$ cat src/rtl/pix_loader_pkg.sv
// Shared types and widths for the pixel nibble loader and its phase counter.
package pix_loader_pkg;

    localparam int NIB_W   = 4;
    localparam int PHASE_W = 2;

    typedef enum logic [1:0] {
        IDLE = 2'd0,
        REQ  = 2'd1,
        DONE = 2'd2
    } fetch_state_t;

endpackage

$ cat src/rtl/pix_nibble_loader_phase_ctr.sv
// Pixel phase counter: wraps every 4 enabled cycles and flags phase 0, the
// cycle on which the shift register takes a parallel load.
module nibble_phase_ctr
    import pix_loader_pkg::*;
(
    input  logic               clk_i,
    input  logic               rst_n_i,
    input  logic               clr_i,
    input  logic               en_i,
    output logic [PHASE_W-1:0] phase_o,
    output logic               tc_o
);

    logic [PHASE_W-1:0] phase_q;
    logic [PHASE_W-1:0] phase_d;

    always_comb begin
        phase_d = phase_q;
        if (clr_i) begin
            phase_d = '0;
        end else if (en_i) begin
            phase_d = phase_q + 1'b1;
        end
    end

    always_ff @(posedge clk_i or negedge rst_n_i) begin
        if (!rst_n_i) begin
            phase_q <= '0;
        end else begin
            phase_q <= phase_d;
        end
    end

    assign phase_o = phase_q;
    assign tc_o    = (phase_q == '0);

endmodule

$ cat src/rtl/pix_nibble_loader.sv
// Feeds a 4-bit parallel-load video shift register: fetches one nibble ahead
// from ROM per line and strobes a load every fourth active pixel.
module pix_nibble_loader
    import pix_loader_pkg::*;
#(
    parameter int   ADDR_W           = 10,
    parameter int   NIBBLES_PER_LINE = 64,
    parameter logic SER_FILL         = 1'b0
) (
    input  logic               clk_i,
    input  logic               rst_n_i,
    input  logic               pix_en_i,
    input  logic               active_i,
    input  logic               line_start_i,
    output logic               rd_req_o,
    output logic [ADDR_W-1:0]  rd_addr_o,
    input  logic               rd_ack_i,
    input  logic [NIB_W-1:0]   rd_data_i,
    output logic               mode_o,
    output logic               shift_ce_o,
    output logic               a_o,
    output logic               b_o,
    output logic               c_o,
    output logic               d_o,
    output logic               ser_o,
    output logic               underrun_o,
    output logic               line_done_o,
    output logic [1:0]         dbg_state_o,
    output logic [PHASE_W-1:0] dbg_phase_o
);

    localparam int CNT_W = $clog2(NIBBLES_PER_LINE + 1);
    localparam int AW1   = ADDR_W + 1;
    localparam logic [CNT_W-1:0] LINE_CNT = CNT_W'(NIBBLES_PER_LINE);
    localparam logic [AW1-1:0]   ADDR_SAT = AW1'(NIBBLES_PER_LINE);

    fetch_state_t     state_q;
    logic [AW1-1:0]   addr_q;
    logic [AW1-1:0]   addr_d;
    logic [CNT_W-1:0] cnt_q;
    logic [CNT_W-1:0] cnt_d;
    logic [NIB_W-1:0] buf_q;
    logic             valid_q;
    logic             valid_d;
    logic             rd_req_q;
    logic             mode_q;
    logic             shift_ce_q;
    logic [NIB_W-1:0] nib_q;
    logic             underrun_q;
    logic             line_done_q;

    logic             pix_qual;
    logic             phase_tc;
    logic             load;
    logic             ack_take;

    // ROM handshake: rd_req_o rises registered and holds with a stable address
    // until the first cycle where rd_ack_i is also high; that cycle captures
    // rd_data_i and drops the request. Acks seen with no request are ignored.
    assign pix_qual = pix_en_i & active_i & ~line_start_i;
    assign load     = pix_qual & phase_tc;
    assign ack_take = (state_q == REQ) & rd_req_q & rd_ack_i;

    assign addr_d = (addr_q == ADDR_SAT) ? addr_q : addr_q + 1'b1;
    assign cnt_d  = (cnt_q == LINE_CNT) ? cnt_q : cnt_q + 1'b1;

    // The fetch path only ever fills an empty buffer, so the two writes never collide.
    always_comb begin
        valid_d = valid_q;
        if (load && valid_q) begin
            valid_d = 1'b0;
        end
        if (ack_take) begin
            valid_d = 1'b1;
        end
    end

    nibble_phase_ctr u_phase (
        .clk_i   (clk_i),
        .rst_n_i (rst_n_i),
        .clr_i   (line_start_i),
        .en_i    (pix_qual),
        .phase_o (dbg_phase_o),
        .tc_o    (phase_tc)
    );

    always_ff @(posedge clk_i or negedge rst_n_i) begin
        if (!rst_n_i) begin
            state_q     <= IDLE;
            addr_q      <= '0;
            cnt_q       <= '0;
            buf_q       <= '0;
            valid_q     <= 1'b0;
            rd_req_q    <= 1'b0;
            mode_q      <= 1'b0;
            shift_ce_q  <= 1'b0;
            nib_q       <= '0;
            underrun_q  <= 1'b0;
            line_done_q <= 1'b0;
        end else if (line_start_i) begin
            state_q     <= IDLE;
            addr_q      <= '0;
            cnt_q       <= '0;
            valid_q     <= 1'b0;
            rd_req_q    <= 1'b0;
            mode_q      <= 1'b0;
            shift_ce_q  <= 1'b0;
            underrun_q  <= 1'b0;
            line_done_q <= 1'b0;
        end else begin
            case (state_q)
                IDLE: begin
                    if (cnt_q == LINE_CNT) begin
                        state_q     <= DONE;
                        line_done_q <= 1'b1;
                    end else if (!valid_q) begin
                        state_q  <= REQ;
                        rd_req_q <= 1'b1;
                    end
                end
                REQ: begin
                    if (ack_take) begin
                        buf_q    <= rd_data_i;
                        addr_q   <= addr_d;
                        cnt_q    <= cnt_d;
                        rd_req_q <= 1'b0;
                        state_q  <= IDLE;
                    end
                end
                DONE: begin
                    rd_req_q    <= 1'b0;
                    line_done_q <= 1'b1;
                end
                default: begin
                    state_q  <= IDLE;
                    rd_req_q <= 1'b0;
                end
            endcase

            valid_q    <= valid_d;
            mode_q     <= load;
            shift_ce_q <= pix_qual;
            if (load) begin
                if (valid_q) begin
                    nib_q <= buf_q;
                end else begin
                    nib_q      <= '0;
                    underrun_q <= 1'b1;
                end
            end
        end
    end

    assign rd_req_o    = rd_req_q;
    assign rd_addr_o   = addr_q[ADDR_W-1:0];
    assign mode_o      = mode_q;
    assign shift_ce_o  = shift_ce_q;
    assign a_o         = nib_q[3];
    assign b_o         = nib_q[2];
    assign c_o         = nib_q[1];
    assign d_o         = nib_q[0];
    assign ser_o       = SER_FILL;
    assign underrun_o  = underrun_q;
    assign line_done_o = line_done_q;
    assign dbg_state_o = state_q;

endmodule

$ cat config.mk
export PLATFORM = sky130hd
export DESIGN_NAME = pix_nibble_loader
export DESIGN_NICKNAME = d
export VERILOG_FILES = /design/src/rtl/pix_loader_pkg.sv /design/src/rtl/pix_nibble_loader_phase_ctr.sv /design/src/rtl/pix_nibble_loader.sv
export SDC_FILE = /design/constraint.sdc
export NUM_CORES = 1
export LEC_CHECK = 0
export BUFFER_PORTS_ARGS = -buffer_cell sky130_fd_sc_hd__buf_2
export CORE_MARGIN = 2
export CORE_UTILIZATION = 55
export CTS_CLUSTER_DIAMETER = 200
export DETAILED_ROUTE_END_ITERATION = 6
export PLACE_DENSITY = 0.84
export SETUP_SLACK_MARGIN = 0.02
export SLEW_MARGIN = 25
export SYNTH_ARGS = -nofsm -noshare
export SYNTH_HDL_FRONTEND = slang
export SYNTH_HIERARCHICAL = 1
export SYNTH_SLANG_ARGS = --single-unit
$ cat constraint.sdc
create_clock -name clk_i -period 2.23 [get_ports clk_i]
set_input_delay 0.1115 -clock clk_i [delete_from_list [all_inputs] [get_ports clk_i]]
set_output_delay 0.1115 -clock clk_i [all_outputs]
set_load 0.05 [all_outputs]
==> reports/results.ini, run 1 <==
[timing]
fin_crit_ns=1.61
finalHoldViolCount=0
max_freq_mhz=620
rsz0062_at_grt=no
finalCritPeriodShare_pct=72.4
finalSetupViolCount=0
fin_worst_skew_ns=0.00293
slew_headroom_pct=48.3
tns_ns=0
slew_viol_final=0
max_slew.worst_pin.slew_ns=0.776

[finish]
area_growth_pct=11.9
diodes=0
multi_input_area_um2=783
seq_area_um2=901
fillers=265
final_cell_area_um2=2050
drive_above_1_share_pct=23.1
final_nets=223

[synth]
netlist_area_um2=1830
syn_area_per_cell_um2=10.2
synthTopCellsByCount=dfrtp_1, nor2_1, buf_4
async_flop_share_pct=100
ys_seq_area_share_pct=49.1
synth_flop_cell=dfrtp_1
syn_inst=180
synth_fp_nets=195
synth_edf_count=0
yosysMostFrequentCell=dfrtp_1
ys_seq_elements=36
yosysWarnings=6
synthTopCellsByArea=dfrtp_1, buf_4, nor2_1, ha_1, xnor2_1
synth_cell_types=36
yosys.area.top_type=dfrtp_1
synth_top_area_share_pct=49.1

[place]
post_dp_cell_area_um2=1940
gp_congestion=0.782
hpwl_mm=2.50
io_buffers=32

[grt]
antenna_found_initial=0
grt_start_max_net_pins=37
grtUsageTotal_pct=21.3
grt.overflow.total=0
grt_pass1_vias=1332
grt_pass1_wl_mm=5.85

[clock_network]
cts_tree=yes
cts_max_path_buffers=2
clk_pin_slew_ns=0.10
post_cts_resized=0
ctsHtreeMaxLevel=2
cts_setup_buffers=0
numClockSinks=36
numCtsBuffers=5
insertion_delay_ns=0.34
cts_root_buffer=clkbuf_4

[setup_path]
crit_type=flip-flop to flip-flop
reg2reg_from=addr_q[0]
worstSetupStartpoint=addr_q[0]
r2r_cells=6
crit_path_end_kind=flip-flop
critPathRequiredTime_ns=2.47
start_kind=flip-flop
crit_path_max_fanout=6
critical_path_arrival_ns=1.86

[route]
totalWireLength_mm=3.56
met3_length_um=183
drc=0
vias=1376
wl_per_cell_um=14.1
met2WireLength_mm=1.73
drtAntennaViolNets=0
vias_per_cell=5.46
first_iter_violations=90
wl_met1_mm=1.60
top_layer=met4
drt-pass1-iter-count=4

[pwr]
swShare_pct=27.1
powerDensity_nw_per_um2=622
power_frac_comb_pct=13.6
p_seq_share_pct=56.3
max-vdd-ir-drop_mv=0.463
pwr-share-clk_pct=30.1
power_leakage_nw=0.998
p_sw_mw=0.347
p_int_mw=0.930

[floorplan]
die_area_um2=3810
die_h_um=61.8
pin_count=34
die_x_um=61.8
core_area_um2=3100
rows=20
start_util_pct=59.1

[worst_hold_path]
hold_depth=2
holdCritPathClass=primary input to flip-flop
holdCritStartpoint=active_i

[outcome]
status=finished, final reports clean

[flow_run]
maxCapViolCount=0

metal layers:
metal	GRT usage (%)	vias up
met4	9.42	0
met1	25.4	666
met3	7.87	8
met2	34.7	41
li1	-	661
met5	0	-
worst max-delay path: stages (launching register included):
cell	delay (ns)
dfrtp_1	0.43
inv_1	0.06
ha_1	0.18
nor4b_1	0.13
and3_1	0.20
or2_4	0.27
o311ai_2	0.25
sequential cells by signal, summed over array words and instances, names as in the netlist:
register and cells:
addr_q 11, cnt_q 7, buf_q 4, nib_q 4, dbg_state_o 2, u_phase/phase_o 2, line_done_o 1, mode_o 1
rd_req_o 1, shift_ce_o 1, underrun_o 1, valid_q 1
worst paths after layout:
path	end	slack (ns)
setup / recovery	addr_q[7]	0.62
hold / removal	shift_ce_o	0.04
setup reg to reg	addr_q[7]	0.62
hold reg to reg	nib_q[2]	0.49
max in group asynchronous	valid_q	1.36
min in group asynchronous	addr_q[4]	0.38
cell families (layout without fill, tap and decap cells):
group	after synthesis	in the layout	share of synthesized area, %
AND/OR/NAND/NOR	71	71	21.4
flip-flops	36	36	49.1
adder cells (fa/ha/maj)	5	5	3.41
AO/OA/AOI/OAI	22	22	7.91
multiplexers	7	7	4.09
buffers and inverters	26	54	8.19
other	1	1	0.204
XOR/XNOR	12	12	5.73
final cells by class:
cell class | count | area share (%)
multi-input combinational | 118 | 38.2
clock buffer | 7 | 3.17
timing repair buffer | 37 | 10.2
sequential | 36 | 43.9
inverter | 10 | 1.83
tap | 44 | 2.68
stage by stage:
stage                     worst slack, ns  instances  utilization (%)  power, mW  hold WS (ns)
after detailed placement            0.633        240             62.4      0.901         0.231
after global routing                0.515        252             66.1       1.34        0.0215
after CTS                           0.608        249             65.2       1.28      0.000857
after global placement              0.698        240             62.4      0.896         0.231
after floorplan                     0.501        180                -      0.853        -0.184
final                               0.616        252             66.1       1.28        0.0443
placed cells by master (no fill, tap or decap), types with 2 or more instances in the layout:
master / instances
a211oi_1: 2
a21oi_1: 5
and2_1: 3
and3_1: 4
buf_2: 32
clkbuf_4: 5
clkbuf_8: 2
dfrtp_1: 36
dlygate4sd3_1: 5
ha_1: 5
inv_1: 10
mux2_2: 4
mux2i_1: 3
nand2_1: 11
nand3_1: 8
nand4_1: 5
nand4b_1: 3
nor2_1: 22
nor3_1: 5
nor4b_1: 2
o21ai_0: 8
o311ai_0: 2
o31ai_1: 2
xnor2_1: 6
xor2_1: 6
timing repair:
action | 4_1_cts | 5_1_grt
hold buffers | 2 | 3
endpoints found under the setup margin | 0 | 0
endpoints found under the hold margin | 37 | 3
power by group through the flow:
stage               Sequential [mW]  Clock (mW)  Combinational [mW]
floorplan                     0.766           0              0.0869
global placement              0.730           0               0.166
detailed placement            0.732           0               0.169
CTS                           0.719       0.391               0.172
global route                  0.724       0.427               0.192
finish                        0.719       0.385               0.173
(Power assumes the default switching activity.)
==> inputs of run 2 (changes only) <==
- CORE_UTILIZATION: 55 -> 49
- PLACE_DENSITY: 0.84 -> 0.8
- clock period: 2.23 -> 1.4 ns (I/O delays scaled with it)
==> run 2 against run 1 <==
  * Sequential share of layout area shrank 7.0 points
  * Global-route usage grew 0.19 points
  * Count of clock-buffer cells in the layout is the same
  * Largest cell class is now multi-input combinational cells
  * Critical path depth is the same
  * Combinational power grew 100%
  * Final cell count grew 12%
  * Non-clock buffer count grew 25
  * The run now ends with negative setup slack left
  * Core utilization grew 1.8 points
==> reports/results.ini, run 2 (synthesis gave the netlist of run 1 again) <==
[clock_network]
cts_root_buffer=clkbuf_8
clk_pin_slew_ns=0.07  ; -0.03 ns
numCtsBuffers=5  ; unchanged
ctsHtreeMaxLevel=2  ; unchanged
insertion_delay_ns=0.29  ; -0.05 ns
cts_max_path_buffers=2  ; unchanged
cts_tree=yes
numClockSinks=36  ; unchanged

[finish]
seq_area_um2=912  ; +1.3%
area_growth_pct=34.7
layout_common_cells=buf_2, dfrtp_1, buf_4
final_cell_area_um2=2470  ; +20%
diodes=0  ; unchanged
regMostFlops=addr_q
reg.largest.list=addr_q: 11 flops, cnt_q: 7 flops
fillers=286  ; +7.9%
drive_above_1_share_pct=47.4  ; +24 points
final_common_cell=buf_2
multi_input_area_um2=931  ; +19%
largest_register_ff_count=11  ; unchanged
final_nets=248  ; +11%
fin_util_pct=68.0  ; +1.8 points

[setup_path]
critical_path_arrival_ns=1.67  ; -0.19 ns
slowest_stage=dfrtp_1
path_cells=inv_1 > ha_2 > nor4b_4 > and3_4 > or2_4 > o311ai_2
start_kind=flip-flop
crit_path_end_kind=flip-flop
slowest_delay_ns=0.36  ; -0.07 ns
crit_type=flip-flop to flip-flop
crit_path_max_fanout=5  ; -1
critPathRequiredTime_ns=1.59  ; -0.88 ns

[route]
first_iter_violations=90  ; unchanged
vias_per_cell=5.20  ; -4.9%
drt-pass1-iter-count=4  ; unchanged
wl_per_cell_um=15.0  ; +6.0%
drtAntennaViolNets=0  ; unchanged
totalWireLength_mm=4.23  ; +19%
vias=1465  ; +6.5%
drc=0  ; unchanged

[outcome]
violations=negative setup slack
status=finished with violations

[grt]
grt_pass1_wl_mm=6.88  ; +18%
grt_start_max_net_pins=15  ; -59%
grtUsageTotal_pct=21.5  ; +0.19 points
grt.overflow.total=0  ; unchanged
antenna_found_initial=0  ; unchanged
grt_pass1_vias=1509  ; +13%

[floorplan]
start_util_pct=50.5  ; -8.6 points
core_area_um2=3630  ; +17%
die_x_um=65.2  ; +5.6%
die_area_um2=4250  ; +11%
die_h_um=65.2  ; +5.6%
rows=22  ; +10%
pin_count=34  ; unchanged

[pwr]
power_leakage_nw=1.19  ; +19%
powerDensity_nw_per_um2=1010  ; +62%
max-vdd-ir-drop_mv=0.832  ; +80%
swShare_pct=25.1  ; -2.0 points
pwr-share-clk_pct=40.2  ; +10 points
p_sw_mw=0.627  ; +81%
p_int_mw=1.87  ; +100%
p_seq_share_pct=45.9  ; -10 points
power_frac_comb_pct=13.9  ; +0.3 points

[timing]
rsz0062_at_grt=yes
max_freq_mhz=676  ; +9.0%
finalSetupViolCount=5  ; +5
fin_crit_ns=1.48  ; -0.134 ns
finalHoldViolCount=0  ; unchanged
finalCritPeriodShare_pct=106  ; +33 points
setup_ws_ns=-0.0798  ; -0.696 ns
slew_viol_final=0  ; unchanged
fin_worst_skew_ns=0.00880  ; +0.00587 ns

[flow_run]
maxCapViolCount=0  ; unchanged

[worst_hold_path]
holdCritPathClass=primary input to flip-flop

[place]
post_dp_cell_area_um2=2160  ; +11%
io_buffers=32  ; unchanged
gp_congestion=0.888  ; +14%
hpwl_mm=2.79  ; +12%

run 2: metal layers:
layer	vias up	global-route usage, %	wire length [um]
met2	43	37.1	2130
li1	710	-	-
met1	698	26.1	1790
met4	0	7.81	118
met5	-	0	0
met3	14	5.31	186
run 2: worst max-delay path: cells and delay by family (launching register included):
kind | cells | cell delay (ns)
adders and majority gates | 1 | 0.16
and+or+nand+nor | 3 | 0.58
DFF | 1 | 0.36
AOI/OAI and AO/OA | 1 | 0.22
buffers and inverters | 1 | 0.05
run 2: what timing repair did:
action,4_1_cts,5_1_grt
gates resized for setup,7,30
hold buffers,1,0
pin swaps,5,9
endpoints found under the hold margin,23,0
setup buffers,1,2
setup endpoints to repair,15,21
cloned,0,0
run 2: final cells by class:
| type | instances | area share (%) |
|---|---|---|
| tap | 48 | 2.43 |
| timing repair buffer | 62 | 16.3 |
| clock inverter | 1 | 1.22 |
| sequential | 36 | 36.9 |
| inverter | 10 | 1.52 |
| multi-input combinational | 118 | 37.7 |
| clock buffer | 7 | 3.90 |
run 2: power by group through the flow:
stage	clock network, mW	registers (mW)	logic [mW]
4_1_cts	1.02	1.14	0.326
5_1_grt	1.07	1.15	0.380
2_1_floorplan	0	1.22	0.142
3_5_place_dp	0	1.16	0.314
3_3_place_gp	0	1.16	0.304
6_report	1.00	1.14	0.346
run 2: through the flow:
| stage | total power, mW | hold WS [ns] | std cells | setup TNS, ns | worst slack [ns] |
|---|---|---|---|---|---|
| after global placement | 1.46 | -0.0305 | 270 | -0.0451 | -0.0443 |
| after floorplan | 1.37 | -0.226 | 180 | -0.729 | -0.115 |
| after CTS | 2.48 | 0.00747 | 280 | -0.222 | -0.0410 |
| after detailed placement | 1.48 | -0.0219 | 270 | -0.425 | -0.118 |
| after global routing | 2.60 | 0.0150 | 282 | -0.662 | -0.125 |
| final | 2.49 | 0.0106 | 282 | -0.262 | -0.0798 |
run 2: final timing paths:
kind                               from  slack [ns]  depth (start not counted)         end
setup / recovery              addr_q[0]       -0.08                          6   addr_q[7]
hold / removal             rd_data_i[2]        0.01                          2    buf_q[2]
setup reg to reg              addr_q[0]       -0.08                          6   addr_q[7]
hold reg to reg                nib_q[2]        0.48                          2    nib_q[2]
max in group asynchronous       rst_n_i        0.70                          3  underrun_o
min in group asynchronous       rst_n_i        0.20                          2  shift_ce_o
==> inputs of run 3 (changes only) <==
- GPL_TIMING_DRIVEN: default -> 0
==> run 3 against run 2 <==
  * The run still ends with negative setup slack left
  * Sequential share of layout area shrank 0.73 points
  * Via count grew 4.2%
  * Final cell count grew 1.1%
  * Clock power shrank 21%
  * Critical path depth is the same
  * Register-to-register slack is essentially flat
  * Final area grew 1.9%
  * Fmax shrank 0.87%
==> reports/results.ini, run 3 (synthesis gave the netlist of run 1 again) <==
[timing]
slew_viol_final=0  ; unchanged
finalSetupViolCount=13  ; +8
finalHoldViolCount=0  ; unchanged
rsz0062_at_grt=yes
max_freq_mhz=670  ; -0.87%
hold_slack_ns=0.0122  ; +0.00158 ns
setup_ws_ns=-0.0928  ; -0.0129 ns
fin_worst_skew_ns=0.00987  ; +0.00107 ns
max_slew.worst_pin.slew_ns=0.791
tns_ns=-0.487  ; -0.225 ns
fin_crit_ns=1.49  ; +0.0129 ns
finalCritPeriodShare_pct=107  ; +0.92 points
slew_headroom_pct=47.3

[setup_path]
endpoint=addr_q[7]
r2r_end=addr_q[7]
r2r_slack_ns=-0.09  ; about the same
slowest_delay_ns=0.37  ; about the same
crit_type=flip-flop to flip-flop
start_kind=flip-flop
reg2reg_from=addr_q[0]
critPathRequiredTime_ns=1.60  ; about the same
slowest_stage=dfrtp_1
crit_path_end_kind=flip-flop
critical_path_arrival_ns=1.69  ; +0.02 ns
path_cells=inv_1 > ha_2 > nor4b_4 > and3_4 > or2_4 > o311ai_2
worstSetupStartpoint=addr_q[0]
r2r_cells=6  ; unchanged
crit_path_max_fanout=5  ; unchanged

[floorplan]
die_h_um=65.2  ; unchanged
start_util_pct=50.5  ; unchanged
die_area_um2=4250  ; unchanged
pin_count=34  ; unchanged
rows=22  ; unchanged
core_area_um2=3630  ; unchanged
die_x_um=65.2  ; unchanged

[finish]
fin_util_pct=69.2  ; +1.3 points
diodes=0  ; unchanged
final_common_cell=buf_2
fillers=279  ; -2.4%
area_growth_pct=37.2
final_cell_area_um2=2520  ; +1.9%
largest_register_ff_count=11  ; unchanged
seq_area_um2=911  ; -0.14%
drive_above_1_share_pct=51.1  ; +3.6 points
finalNonFillerCells=285  ; +1.1%
reg.largest.list=addr_q: 11 flops, cnt_q: 7 flops
multi_input_area_um2=978  ; +5.1%
layout_common_cells=buf_2, dfrtp_1, buf_4
final_nets=252  ; +1.6%
regMostFlops=addr_q

[route]
wl_per_cell_um=14.8  ; -1.3%
drc=0  ; unchanged
drt-pass1-iter-count=6  ; +2
vias=1526  ; +4.2%
drtAntennaViolNets=0  ; unchanged
totalWireLength_mm=4.22  ; -0.21%
first_iter_violations=95  ; +5.6%
vias_per_cell=5.35  ; +3.1%

[grt]
grt_pass1_wl_mm=6.80  ; -1.1%
antenna_found_initial=0  ; unchanged
grt.overflow.total=0  ; unchanged
grt_start_max_net_pins=37  ; +22
grtUsageTotal_pct=21.2  ; -0.29 points
grt_pass1_vias=1456  ; -3.5%

[clock_network]
cts_tree=yes
numCtsBuffers=5  ; unchanged
ctsHtreeMaxLevel=2  ; unchanged
numClockSinks=36  ; unchanged
clk_pin_slew_ns=0.07  ; about the same
cts_max_path_buffers=2  ; unchanged
insertion_delay_ns=0.29  ; about the same
cts_root_buffer=clkbuf_8

[pwr]
powerDensity_nw_per_um2=908  ; -10%
max-vdd-ir-drop_mv=0.755  ; -9.2%
power_leakage_nw=1.21  ; +1.7%
power_mw=2.29  ; -8.3%

[worst_hold_path]
holdCritPathClass=primary input to flip-flop
hold_depth=2  ; unchanged

[outcome]
status=finished with violations
violations=negative setup slack

[flow_run]
maxCapViolCount=0  ; unchanged

[place]
post_dp_cell_area_um2=2080  ; -3.7%
gp_congestion=0.828  ; -6.8%
place_inst=260  ; -3.7%
place_ws_ns=-0.209  ; -0.0905 ns
io_buffers=32  ; unchanged
hpwl_mm=2.55  ; -8.7%

-- run 3: how the worst min path moves through the flow --
stage | startpoint | end | slack [ns]
after floorplan | rst_n_i | addr_q[0] | -0.23
after global placement | rst_n_i | shift_ce_o | 0.20
after detailed placement | rst_n_i | line_done_o | 0.20
after CTS | rd_data_i[0] | buf_q[0] | 0.01
after global routing | rd_data_i[3] | buf_q[3] | 0.009
final | rd_data_i[0] | buf_q[0] | 0.01
-- run 3: worst max-delay path: cells and delay by family (launching register included) --
family / cells / cell delay (ns)
and+or+nand+nor: 3 / 0.57
DFF: 1 / 0.37
AOI/OAI and AO/OA: 1 / 0.24
adders and majority gates: 1 / 0.17
buffers and inverters: 1 / 0.05
-- run 3: per-layer routing --
| layer | global-route usage (%) | share of wire, % |
|---|---|---|
| met5 | 0 | 0 |
| met4 | 8.85 | 1.1 |
| met3 | 4.62 | 4.3 |
| met2 | 35.5 | 52 |
| met1 | 26.7 | 43 |
-- run 3: area by class of cell --
cell class,count,area share (%)
inverters,10,1.49
well taps,48,2.39
multi-input cells,118,38.9
flip-flops and latches,36,36.2
repair buffers,52,13.2
plain buffers,14,4.03
clock buffers,7,3.83
-- run 3: timing repair --
item / in CTS / in global routing
hold endpoints to repair: 36 / 0
hold buffers: 1 / 0
gates resized for setup: 17 / 38
endpoints found under the setup margin: 21 / 26
buffers inserted: 15 / 4
gates cloned: 0 / 0
pin swaps: 13 / 21
-- run 3: report_power, final --
part	leakage (nW)	total [mW]	internal (mW)	switching (mW)
Sequential	0.476	1.15	1.10	0.0446
Combinational	0.679	0.342	0.132	0.210
Clock	0.0503	0.795	0.438	0.357
Total	1.21	2.29	1.67	0.611
